### config.mk
export PLATFORM = sky130hd
export DESIGN_NAME = debug_scan_ctrl
export DESIGN_NICKNAME = d
export VERILOG_FILES = /design/src/rtl/dbg_pkg.sv /design/src/rtl/edge_detect.sv /design/src/rtl/debug_scan_ctrl.sv
export SDC_FILE = /design/constraint.sdc
export NUM_CORES = 1
export LEC_CHECK = 0
export BUFFER_PORTS_ARGS = -buffer_cell sky130_fd_sc_hd__buf_2
export CAP_MARGIN = 20
export CORE_MARGIN = 1
export CORE_UTILIZATION = 52
export DETAILED_ROUTE_END_ITERATION = 8
export PLACE_DENSITY_LB_ADDON = 0.1
export SYNTH_ARGS = -nofsm -noshare
export SYNTH_HDL_FRONTEND = slang
export SYNTH_SLANG_ARGS = --single-unit
### constraint.sdc
create_clock -name clk -period 4.2 [get_ports clk]
set_input_delay 0.84 -clock clk [delete_from_list [all_inputs] [get_ports clk]]
set_output_delay 0.84 -clock clk [all_outputs]
set_load 0.02 [all_outputs]
### src/rtl/dbg_pkg.sv
// Shared definitions for the debug-port scan controller: FSM states and default sweep window.
package dbg_pkg;

  localparam int STATE_W = 3;

  localparam int DEF_SCAN_FIRST = 0;
  localparam int DEF_SCAN_LAST  = 127;

  typedef enum logic [STATE_W-1:0] {
    ST_IDLE   = 3'd0,
    ST_STEP   = 3'd1,
    ST_SETTLE = 3'd2,
    ST_SAMPLE = 3'd3,
    ST_PUSH   = 3'd4,
    ST_DONE   = 3'd5
  } state_e;

endpackage

### src/rtl/edge_detect.sv
// Single-register rising-edge detector producing a one-cycle pulse.
module edge_detect (
  input  logic clk_i,
  input  logic rst_ni,
  input  logic sig_i,
  output logic pulse_o
);

  logic prev_q;

  always_ff @(posedge clk_i or negedge rst_ni) begin
    if (!rst_ni) prev_q <= 1'b0;
    else         prev_q <= sig_i;
  end

  assign pulse_o = sig_i & ~prev_q;

endmodule

### src/rtl/debug_scan_ctrl.sv
// Host-side debug port controller: step pulses, address sweep, {addr,data} valid/ready stream.
// Optional DEBUG_SCAN_CHECKSUM_EN adds a per-sweep sum of accepted data (scan_sum/sum_valid).
module debug_scan_ctrl
  import dbg_pkg::*;
#(
  parameter int ADDR_W     = 7,
  parameter int DATA_W     = 32,
  parameter int SCAN_FIRST = DEF_SCAN_FIRST,
  parameter int SCAN_LAST  = DEF_SCAN_LAST,
  parameter int SETTLE     = 1
) (
  input  logic              clk,
  input  logic              rst,
  input  logic              run_mode,
  input  logic              step_req,
  input  logic              scan_req,
  output logic              debug_en,
  output logic              debug_step,
  output logic [ADDR_W-1:0] debug_addr,
  input  logic [DATA_W-1:0] debug_data,
  output logic              out_valid,
  input  logic              out_ready,
  output logic [ADDR_W-1:0] out_addr,
  output logic [DATA_W-1:0] out_data,
  output logic              busy,
  output logic              scan_done
`ifdef DEBUG_SCAN_CHECKSUM_EN
  ,
  output logic [DATA_W-1:0] scan_sum,
  output logic              sum_valid
`endif
);

  localparam int CNT_W = (SETTLE > 1) ? $clog2(SETTLE) : 1;
  localparam logic [ADDR_W-1:0] FIRST_A  = ADDR_W'(SCAN_FIRST);
  localparam logic [ADDR_W-1:0] LAST_A   = ADDR_W'(SCAN_LAST);
  localparam logic [CNT_W-1:0]  CNT_LAST = CNT_W'(SETTLE - 1);

  state_e              state_q, state_d;
  logic [CNT_W-1:0]    cnt_q, cnt_d;
  logic [ADDR_W-1:0]   addr_q, addr_d;
  logic [ADDR_W-1:0]   oaddr_q, oaddr_d;
  logic [DATA_W-1:0]   odata_q, odata_d;
  logic                ovld_q, ovld_d;
  logic                step_q, step_d;
  logic                done_q, done_d;
  logic                en_q, en_d;
  logic                pend_q, pend_d;
  logic                pend_step_q, pend_step_d;
  logic                step_pulse;
  logic                edge_ok;
`ifdef DEBUG_SCAN_CHECKSUM_EN
  logic [DATA_W-1:0]   sum_q, sum_d;
  logic                sum_vld_q, sum_vld_d;
`endif

  edge_detect u_step_edge (
    .clk_i   (clk),
    .rst_ni  (rst),
    .sig_i   (step_req),
    .pulse_o (step_pulse)
  );

  assign edge_ok = step_pulse & ~run_mode;

  always_comb begin
    state_d     = state_q;
    cnt_d       = cnt_q;
    addr_d      = addr_q;
    oaddr_d     = oaddr_q;
    odata_d     = odata_q;
    ovld_d      = ovld_q;
    step_d      = 1'b0;
    done_d      = 1'b0;
    en_d        = ~run_mode;
    pend_d      = pend_q;
    pend_step_d = pend_step_q;
`ifdef DEBUG_SCAN_CHECKSUM_EN
    sum_d       = sum_q;
    sum_vld_d   = 1'b0;
`endif

    // Requests arriving mid-sweep are remembered once; a step outranks a scan.
    if (state_q != ST_IDLE && !pend_q && (edge_ok || scan_req)) begin
      pend_d      = 1'b1;
      pend_step_d = edge_ok;
    end

    case (state_q)
      ST_IDLE: begin
        if (edge_ok || (pend_q && pend_step_q && !run_mode)) begin
          state_d = ST_STEP;
          step_d  = 1'b1;
          pend_d  = 1'b0;
`ifdef DEBUG_SCAN_CHECKSUM_EN
          sum_d   = '0;
`endif
        end else if (scan_req || pend_q) begin
          state_d = ST_SETTLE;
          cnt_d   = '0;
          pend_d  = 1'b0;
`ifdef DEBUG_SCAN_CHECKSUM_EN
          sum_d   = '0;
`endif
        end
      end
      ST_STEP: begin
        state_d = ST_SETTLE;
        cnt_d   = '0;
      end
      ST_SETTLE: begin
        if (cnt_q == CNT_LAST) state_d = ST_SAMPLE;
        else                   cnt_d   = cnt_q + 1'b1;
      end
      ST_SAMPLE: begin
        oaddr_d = addr_q;
        odata_d = debug_data;
        ovld_d  = 1'b1;
        state_d = ST_PUSH;
      end
      ST_PUSH: begin
        if (ovld_q && out_ready) begin
          ovld_d = 1'b0;
`ifdef DEBUG_SCAN_CHECKSUM_EN
          sum_d  = sum_q + odata_q;
`endif
          // Compare before incrementing so a window ending at the top address never wraps.
          if (addr_q == LAST_A) begin
            state_d   = ST_DONE;
            done_d    = 1'b1;
`ifdef DEBUG_SCAN_CHECKSUM_EN
            sum_vld_d = 1'b1;
`endif
          end else begin
            addr_d  = addr_q + 1'b1;
            cnt_d   = '0;
            state_d = ST_SETTLE;
          end
        end
      end
      ST_DONE: begin
        addr_d  = FIRST_A;
        state_d = ST_IDLE;
      end
      default: state_d = ST_IDLE;
    endcase
  end

  always_ff @(posedge clk or negedge rst) begin
    if (!rst) begin
      state_q     <= ST_IDLE;
      cnt_q       <= '0;
      addr_q      <= FIRST_A;
      oaddr_q     <= '0;
      odata_q     <= '0;
      ovld_q      <= 1'b0;
      step_q      <= 1'b0;
      done_q      <= 1'b0;
      en_q        <= 1'b0;
      pend_q      <= 1'b0;
      pend_step_q <= 1'b0;
`ifdef DEBUG_SCAN_CHECKSUM_EN
      sum_q       <= '0;
      sum_vld_q   <= 1'b0;
`endif
    end else begin
      state_q     <= state_d;
      cnt_q       <= cnt_d;
      addr_q      <= addr_d;
      oaddr_q     <= oaddr_d;
      odata_q     <= odata_d;
      ovld_q      <= ovld_d;
      step_q      <= step_d;
      done_q      <= done_d;
      en_q        <= en_d;
      pend_q      <= pend_d;
      pend_step_q <= pend_step_d;
`ifdef DEBUG_SCAN_CHECKSUM_EN
      sum_q       <= sum_d;
      sum_vld_q   <= sum_vld_d;
`endif
    end
  end

  assign debug_en   = en_q;
  assign debug_step = step_q;
  assign debug_addr = addr_q;
  assign out_valid  = ovld_q;
  assign out_addr   = oaddr_q;
  assign out_data   = odata_q;
  assign busy       = (state_q != ST_IDLE);
  assign scan_done  = done_q;
`ifdef DEBUG_SCAN_CHECKSUM_EN
  assign scan_sum   = sum_q;
  assign sum_valid  = sum_vld_q;
`endif

endmodule

==> results of run 1 <==
-- path summary, 6_finish.rpt --
kind,startpoint,cells past startpoint,to,slack (ns)
min reg2reg,out_data[6],1,out_data[6],0.49
min in group asynchronous,rst,2,out_data[3],0.65
min,out_data[6],1,out_data[6],0.49
max,state_q[0],3,busy,2.02
max reg2reg,state_q[0],2,out_data[25],2.38
max in group asynchronous,rst,2,out_data[19],3.10
-- power groups by stage --
stage / Combinational [mW] / Sequential (mW) / Clock [mW]
3_5_place_dp: 0.856 / 0.900 / 0
2_1_floorplan: 0.386 / 1.11 / 0
5_1_grt: 0.930 / 0.925 / 0.328
3_3_place_gp: 0.844 / 0.895 / 0
4_1_cts: 0.858 / 0.888 / 0.304
6_report: 0.844 / 0.887 / 0.295
-- cell families after synthesis --
kind of cell,count (synthesis),synth area share
multiplexers,39,0.190
XOR/XNOR,1,0.00380
flip-flops,56,0.608
buffers and inverters,11,0.0288
AND/OR/NAND/NOR,35,0.0906
AO/OA/AOI/OAI,25,0.0732
adder cells (fa/ha/maj),1,0.00543
-- final cells by class --
cell class,instances,area (um^2)
inverters,4,15.0
fillers,311,1260
flip-flops and latches,56,1400
multi-input cells,101,838
repair buffers,89,448
well taps,50,62.6
clock buffers,8,90.1
-- stage by stage --
stage | utilization | area [um^2] | setup WS, ns
CTS | 0.694 | 2860 | 2.01
global placement | 0.672 | 2770 | 2.36
detailed placement | 0.672 | 2770 | 2.33
global route | 0.694 | 2860 | 1.90
floorplan | - | 2310 | 2.47
finish | 0.694 | 2860 | 2.02
-- state kept, by name, summed over array words and instances (netlist names) --
signal              cells
out_valid               1
pend_q                  1
pend_step_q             1
debug_en                1
debug_step              1
state_q                 3
u_step_edge.prev_q      1
out_addr                7
out_data               32
scan_done               1
debug_addr              7
-- cells in the final DEF, fill, tap and decap left out, drive strengths merged, types with 2 or more instances in the layout --
cell and n:
a21oi 7, and2 2, buf 89, clkbuf 8
dfrtp 56, inv 4, mux2 39, nand2 11
nand2b 3, nand3 3, nand4b 2, nor2 5
nor3 2, o211ai 2, o21ai 8, or3 2
-- critical path: stages, from the launching register on --
cell and delay [ns]:
dfrtp_1 0.56, nor3_2 0.26, inv_1 0.06, buf_2 0.16
-- routing by layer --
layer	vias up	global-route usage	part of all wire	wire, um
li1	775	-	-	-
met1	782	0.248	0.44	1880
met2	61	0.321	0.46	1930
met3	6	0.0609	0.082	348
met4	0	0.0859	0.015	65
met5	-	0	0	0
==> out/qor.csv, run 1 <==
stage,metric,value,unit
outcome,status,finished clean,
run,max-cap viol count,0,
setup_path,CP max FO,13,
synthesis,"EDFF count, synth",0,
setup_path,startpoint types,flip-flop,
setup_path,Required @ worst endpoint,3.36,ns
die,core footprint,0.00412,mm^2
timing,fmax,459,MHz
clock_tree,Setup Buffers After CTS,0,
synthesis,Async SR Flop Fraction,1.00,
synthesis,synthesized flop and latch total,56,
pwr,Sequential Power Share,0.438,
synthesis,ys flop type,dfrtp_1,
synthesis,Synth top area share,0.608,
detailed_routing,Pre-antenna DRT Iters,4,
die,io pins,89,
detailed_routing,DR iter-0 viols,78,
pwr,switching share of power,0.393,
grt,antenna violations before repair,0,
timing,worst slew pin tran,0.685,ns
detailed_routing,overall routed net length,4.22,mm
setup_path,CP Capture Type,primary output,
pwr,share of total power in the clock network,0.146,
synthesis,cells after synthesis,168,
timing,relative slew slack,0.544,
clock_tree,Hold Buf Count CTS,0,
synthesis,Synth Cell Area,0.00231,mm^2
synthesis,Synth top cells by count,"dfrtp_1 (56), mux2_1 (39), nand2_1 (11)",
timing,Final setup viols,0,
grt,global-route wire length before repair,6.70,mm
clock_tree,clock slew at reported path FFs,0.09,ns
setup_path,Worst Setup Path Type,flip-flop to primary output,
die,Die Height,68.6,um
die,full die area,0.00470,mm^2
pwr,Logic pwr share,0.417,
clock_tree,CTS tree,done,
detailed_routing,DR vias/cell,5.27,
clock_tree,Skew-Pair Late Insertion Delay,0.30,ns
synthesis,Post-Syn Nets,207,
grt,vias in the first global route,1469,
synthesis,register area share after synthesis,0.608,
pwr,internal power,1.23,mW
clock_tree,CTS buffer count,5,
place,gp weighted congestion,0.835,
detailed_routing,Vias,1624,
timing,Clock Skew,0.00434,ns
synthesis,top post-synthesis cells by area,"dfrtp_1 (61%), mux2_1 (19%), nand2_1 (1.8%), a21oi_1 (1.5%), o21ai_1 (1.5%)",
place,HPWL Detailed,2.98,mm
die,Initial Util,0.560,
layout,# diodes,0,
setup_path,Worst Path Arrival,1.34,ns
synthesis,Synthesis Warnings,0,
clock_tree,Clock Path Buffers,2,
timing,Setup TNS,0,ns
die,Die X-Extent,68.6,um
detailed_routing,DRC viols,0,
place,dpl cells,300,
layout,nets,296,
timing,max-slew violation total from the final report,0,
timing,"Hold Vio Cnt, Final",0,
clock_tree,root buffer cell,clkbuf_8,
detailed_routing,Avg WL per Cell,13.7,um
grt,largest net degree at the start of global routing,57,
timing,fin crit period,2.18,ns
pwr,Switch Pwr,0.797,mW
pwr,VDD IR max,410,uV
layout,Finished Layout Cells,308,
synthesis,Netlist cell types,36,
die,Rows,23,
pwr,Leakage,1.41,nW
timing,RSZ-0062 raised after global routing,no,
layout,area delta synth->final,23.8,%
layout,share of cells above drive strength 1,0.391,
clock_tree,TritonCTS Sinks,56,
synthesis,Mapped Avg Cell Area,13.7,um^2
synthesis,most numerous cell in the Yosys netlist,dfrtp_1,
min_path,Hold WC Path Type,flip-flop to flip-flop,
grt,Global Route Usage Sum,0.200,
timing,Tcrit/Tclk final,0.519,
timing,hold_ws,0.491,ns
clock_tree,post-CTS resize count,0,
clock_tree,H-tree depth,2,
pwr,PD cells,710,mW/mm^2
detailed_routing,DRT antenna net count,0,
grt,global route overflow,0,
pwr,total power draw,2.03,mW
synthesis,leading area contributor after synthesis,dfrtp_1,
place,IO buf count,88,
(Power assumes the default switching activity.)
==> inputs of run 2 (changes only) <==
--- a/config.mk
+++ b/config.mk
@@ -8,7 +8,7 @@
 export BUFFER_PORTS_ARGS = -buffer_cell sky130_fd_sc_hd__buf_2
 export CAP_MARGIN = 20
 export CORE_MARGIN = 1
-export CORE_UTILIZATION = 52
+export CORE_UTILIZATION = 48
 export DETAILED_ROUTE_END_ITERATION = 8
 export PLACE_DENSITY_LB_ADDON = 0.1
 export SYNTH_ARGS = -nofsm -noshare
==> constraint.sdc (replaced) <==
create_clock -name clk -period 2.05 [get_ports clk]
set_input_delay 0.41 -clock clk [delete_from_list [all_inputs] [get_ports clk]]
set_output_delay 0.41 -clock clk [all_outputs]
set_load 0.02 [all_outputs]
==> run 2 against run 1 <==
The run now ends with DRC left. Clock skew rose by 0.0038 ns. Critical path depth grew 1. Cell area increased by 0.79%. Cell count is 0.97% higher.
==> out/qor.csv, run 2 (same netlist as run 1, synthesis figures left out) <==
stage,metric,value,unit,change
setup_path,cell chain of the critical path,"buf_4, nor3_2, inv_1, buf_2",,"was nor3_2, inv_1, buf_2"
clock_tree,Setup Buffers After CTS,0,,unchanged
place,IO buf count,88,,unchanged
grt,Global Route Usage Sum,0.181,,was 0.200
clock_tree,TritonCTS Sinks,56,,unchanged
timing,Setup TNS,0,ns,unchanged
timing,Tcrit/Tclk final,0.844,,
layout,# diodes,0,,unchanged
clock_tree,root buffer cell,clkbuf_8,,unchanged
timing,hold_ws,0.0506,ns,was 0.491 ns
grt,vias in the first global route,1566,,was 1469
die,core footprint,0.00447,mm^2,was 0.00412 mm^2
detailed_routing,overall routed net length,4.16,mm,was 4.22 mm
setup_path,CP Capture Type,primary output,,unchanged
clock_tree,CTS buffer count,5,,unchanged
timing,relative slew slack,0.619,,was 0.544
layout,nets,297,,was 296
setup_path,slowest CP cell,dfrtp_1,,unchanged
setup_path,worst path bufs/invs,3,,was 2
timing,fin crit period,1.73,ns,
pwr,PD cells,1450,mW/mm^2,was 710 mW/mm^2
setup_path,r2r setup slk,0.38,ns,was 2.38 ns
layout,share of cells above drive strength 1,0.394,,was 0.391
timing,Final setup viols,0,,unchanged
detailed_routing,Vias,1637,,was 1624
detailed_routing,Pre-antenna DRT Iters,6,,was 4
layout,"most common cell after layout, fill and taps aside",buf_2,,unchanged
layout,area delta synth->final,24.8,%,was 23.8%
detailed_routing,DRC viols,10,,was 0
timing,max-slew violation total from the final report,0,,unchanged
pwr,VDD IR max,947,uV,was 410 uV
timing,RSZ-0062 raised after global routing,no,,unchanged
clock_tree,post-CTS resize count,0,,unchanged
min_path,Hold WC Path Type,input port to async pin,,was flip-flop to flip-flop
timing,"Hold Vio Cnt, Final",0,,unchanged
timing,worst slew pin tran,0.572,ns,was 0.685 ns
setup_path,Worst path max stage delay,0.41,ns,was 0.56 ns
grt,global route overflow,0,,unchanged
place,HPWL Detailed,3.02,mm,was 2.98 mm
setup_path,Worst Setup Path Type,flip-flop to primary output,,unchanged
detailed_routing,DR iter-0 viols,85,,was 78
setup_path,Required @ worst endpoint,1.64,ns,was 3.36 ns
clock_tree,CTS tree,done,,unchanged
layout,Largest register FFs,32,,unchanged
setup_path,CP max FO,12,,was 13
outcome,failing checks,DRC,,
clock_tree,H-tree depth,2,,unchanged
clock_tree,Skew-Pair Late Insertion Delay,0.30,ns,about the same
detailed_routing,Avg WL per Cell,13.4,um,was 13.7 um
layout,most frequent cells in the layout,"buf_2 (88), dfrtp_1 (56), mux2_1 (39)",,unchanged
setup_path,Worst Path Arrival,1.32,ns,was 1.34 ns
die,full die area,0.00509,mm^2,was 0.00470 mm^2
die,Die Height,71.3,um,was 68.6 um
place,gp weighted congestion,0.800,,was 0.835
grt,antenna violations before repair,0,,unchanged
die,Rows,24,,was 23
clock_tree,clock slew at reported path FFs,0.09,ns,about the same
detailed_routing,DR vias/cell,5.26,,was 5.27
clock_tree,Hold Buf Count CTS,0,,unchanged
grt,largest net degree at the start of global routing,41,,was 57
setup_path,startpoint types,flip-flop,,unchanged
outcome,status,"complete, but fails checks",,was finished clean
pwr,Leakage,1.42,nW,was 1.41 nW
grt,global-route wire length before repair,7.20,mm,was 6.70 mm
die,Die X-Extent,71.3,um,was 68.6 um
die,io pins,89,,unchanged
timing,Clock Skew,0.00817,ns,was 0.00434 ns
timing,fmax,578,MHz,
run,max-cap viol count,0,,unchanged
die,Initial Util,0.515,,was 0.560
setup_path,CP top delay family,buffers and inverters,,was flip-flops
detailed_routing,DRT antenna net count,0,,unchanged
clock_tree,Clock Path Buffers,2,,unchanged
run 2: cell type report:
| type | count | area (um^2) |
|---|---|---|
| Tap cell | 52 | 65.1 |
| Multi-Input combinational cell | 101 | 838 |
| Clock buffer | 8 | 90.1 |
| Fill cell | 364 | 1600 |
| Inverter | 4 | 15.0 |
| Sequential cell | 56 | 1400 |
| Timing Repair Buffer | 90 | 468 |
run 2: path summary, 6_finish.rpt:
path                       cells past startpoint                 end         start
setup / recovery                               4                busy    state_q[0]
hold / removal                                 1           out_valid           rst
setup reg to reg                               2         out_data[6]    state_q[2]
hold reg to reg                                1        out_data[31]  out_data[31]
max in group asynchronous                      2        out_data[30]           rst
min in group clk                               1  u_step_edge.prev_q      step_req
run 2: power by group:
part / switching, mW / total (mW) / internal (mW) / leakage (nW)
logic: 1.05 / 1.78 / 0.724 / 0.696
clock network: 0.318 / 0.595 / 0.276 / 0.0455
registers: 0.253 / 1.79 / 1.53 / 0.678
total: 1.63 / 4.16 / 2.53 / 1.42
run 2: through the flow:
step | utilization | area, um^2 | worst slack [ns] | std cells | power [mW]
after floorplan | - | 2310 | 0.552 | 168 | 3.06
after global placement | 0.623 | 2790 | 0.373 | 303 | 3.57
after detailed placement | 0.623 | 2790 | 0.339 | 303 | 3.62
after CTS | 0.643 | 2880 | 0.299 | 311 | 4.22
after global routing | 0.643 | 2880 | 0.214 | 311 | 4.45
final | 0.643 | 2880 | 0.319 | 311 | 4.16
run 2: layer usage:
layer | wire length, um | vias up | global-route usage
li1 | - | 776 | -
met1 | 1910 | 798 | 0.237
met2 | 1960 | 57 | 0.298
met3 | 246 | 6 | 0.0478
met4 | 49 | 0 | 0.0533
met5 | 0 | - | 0
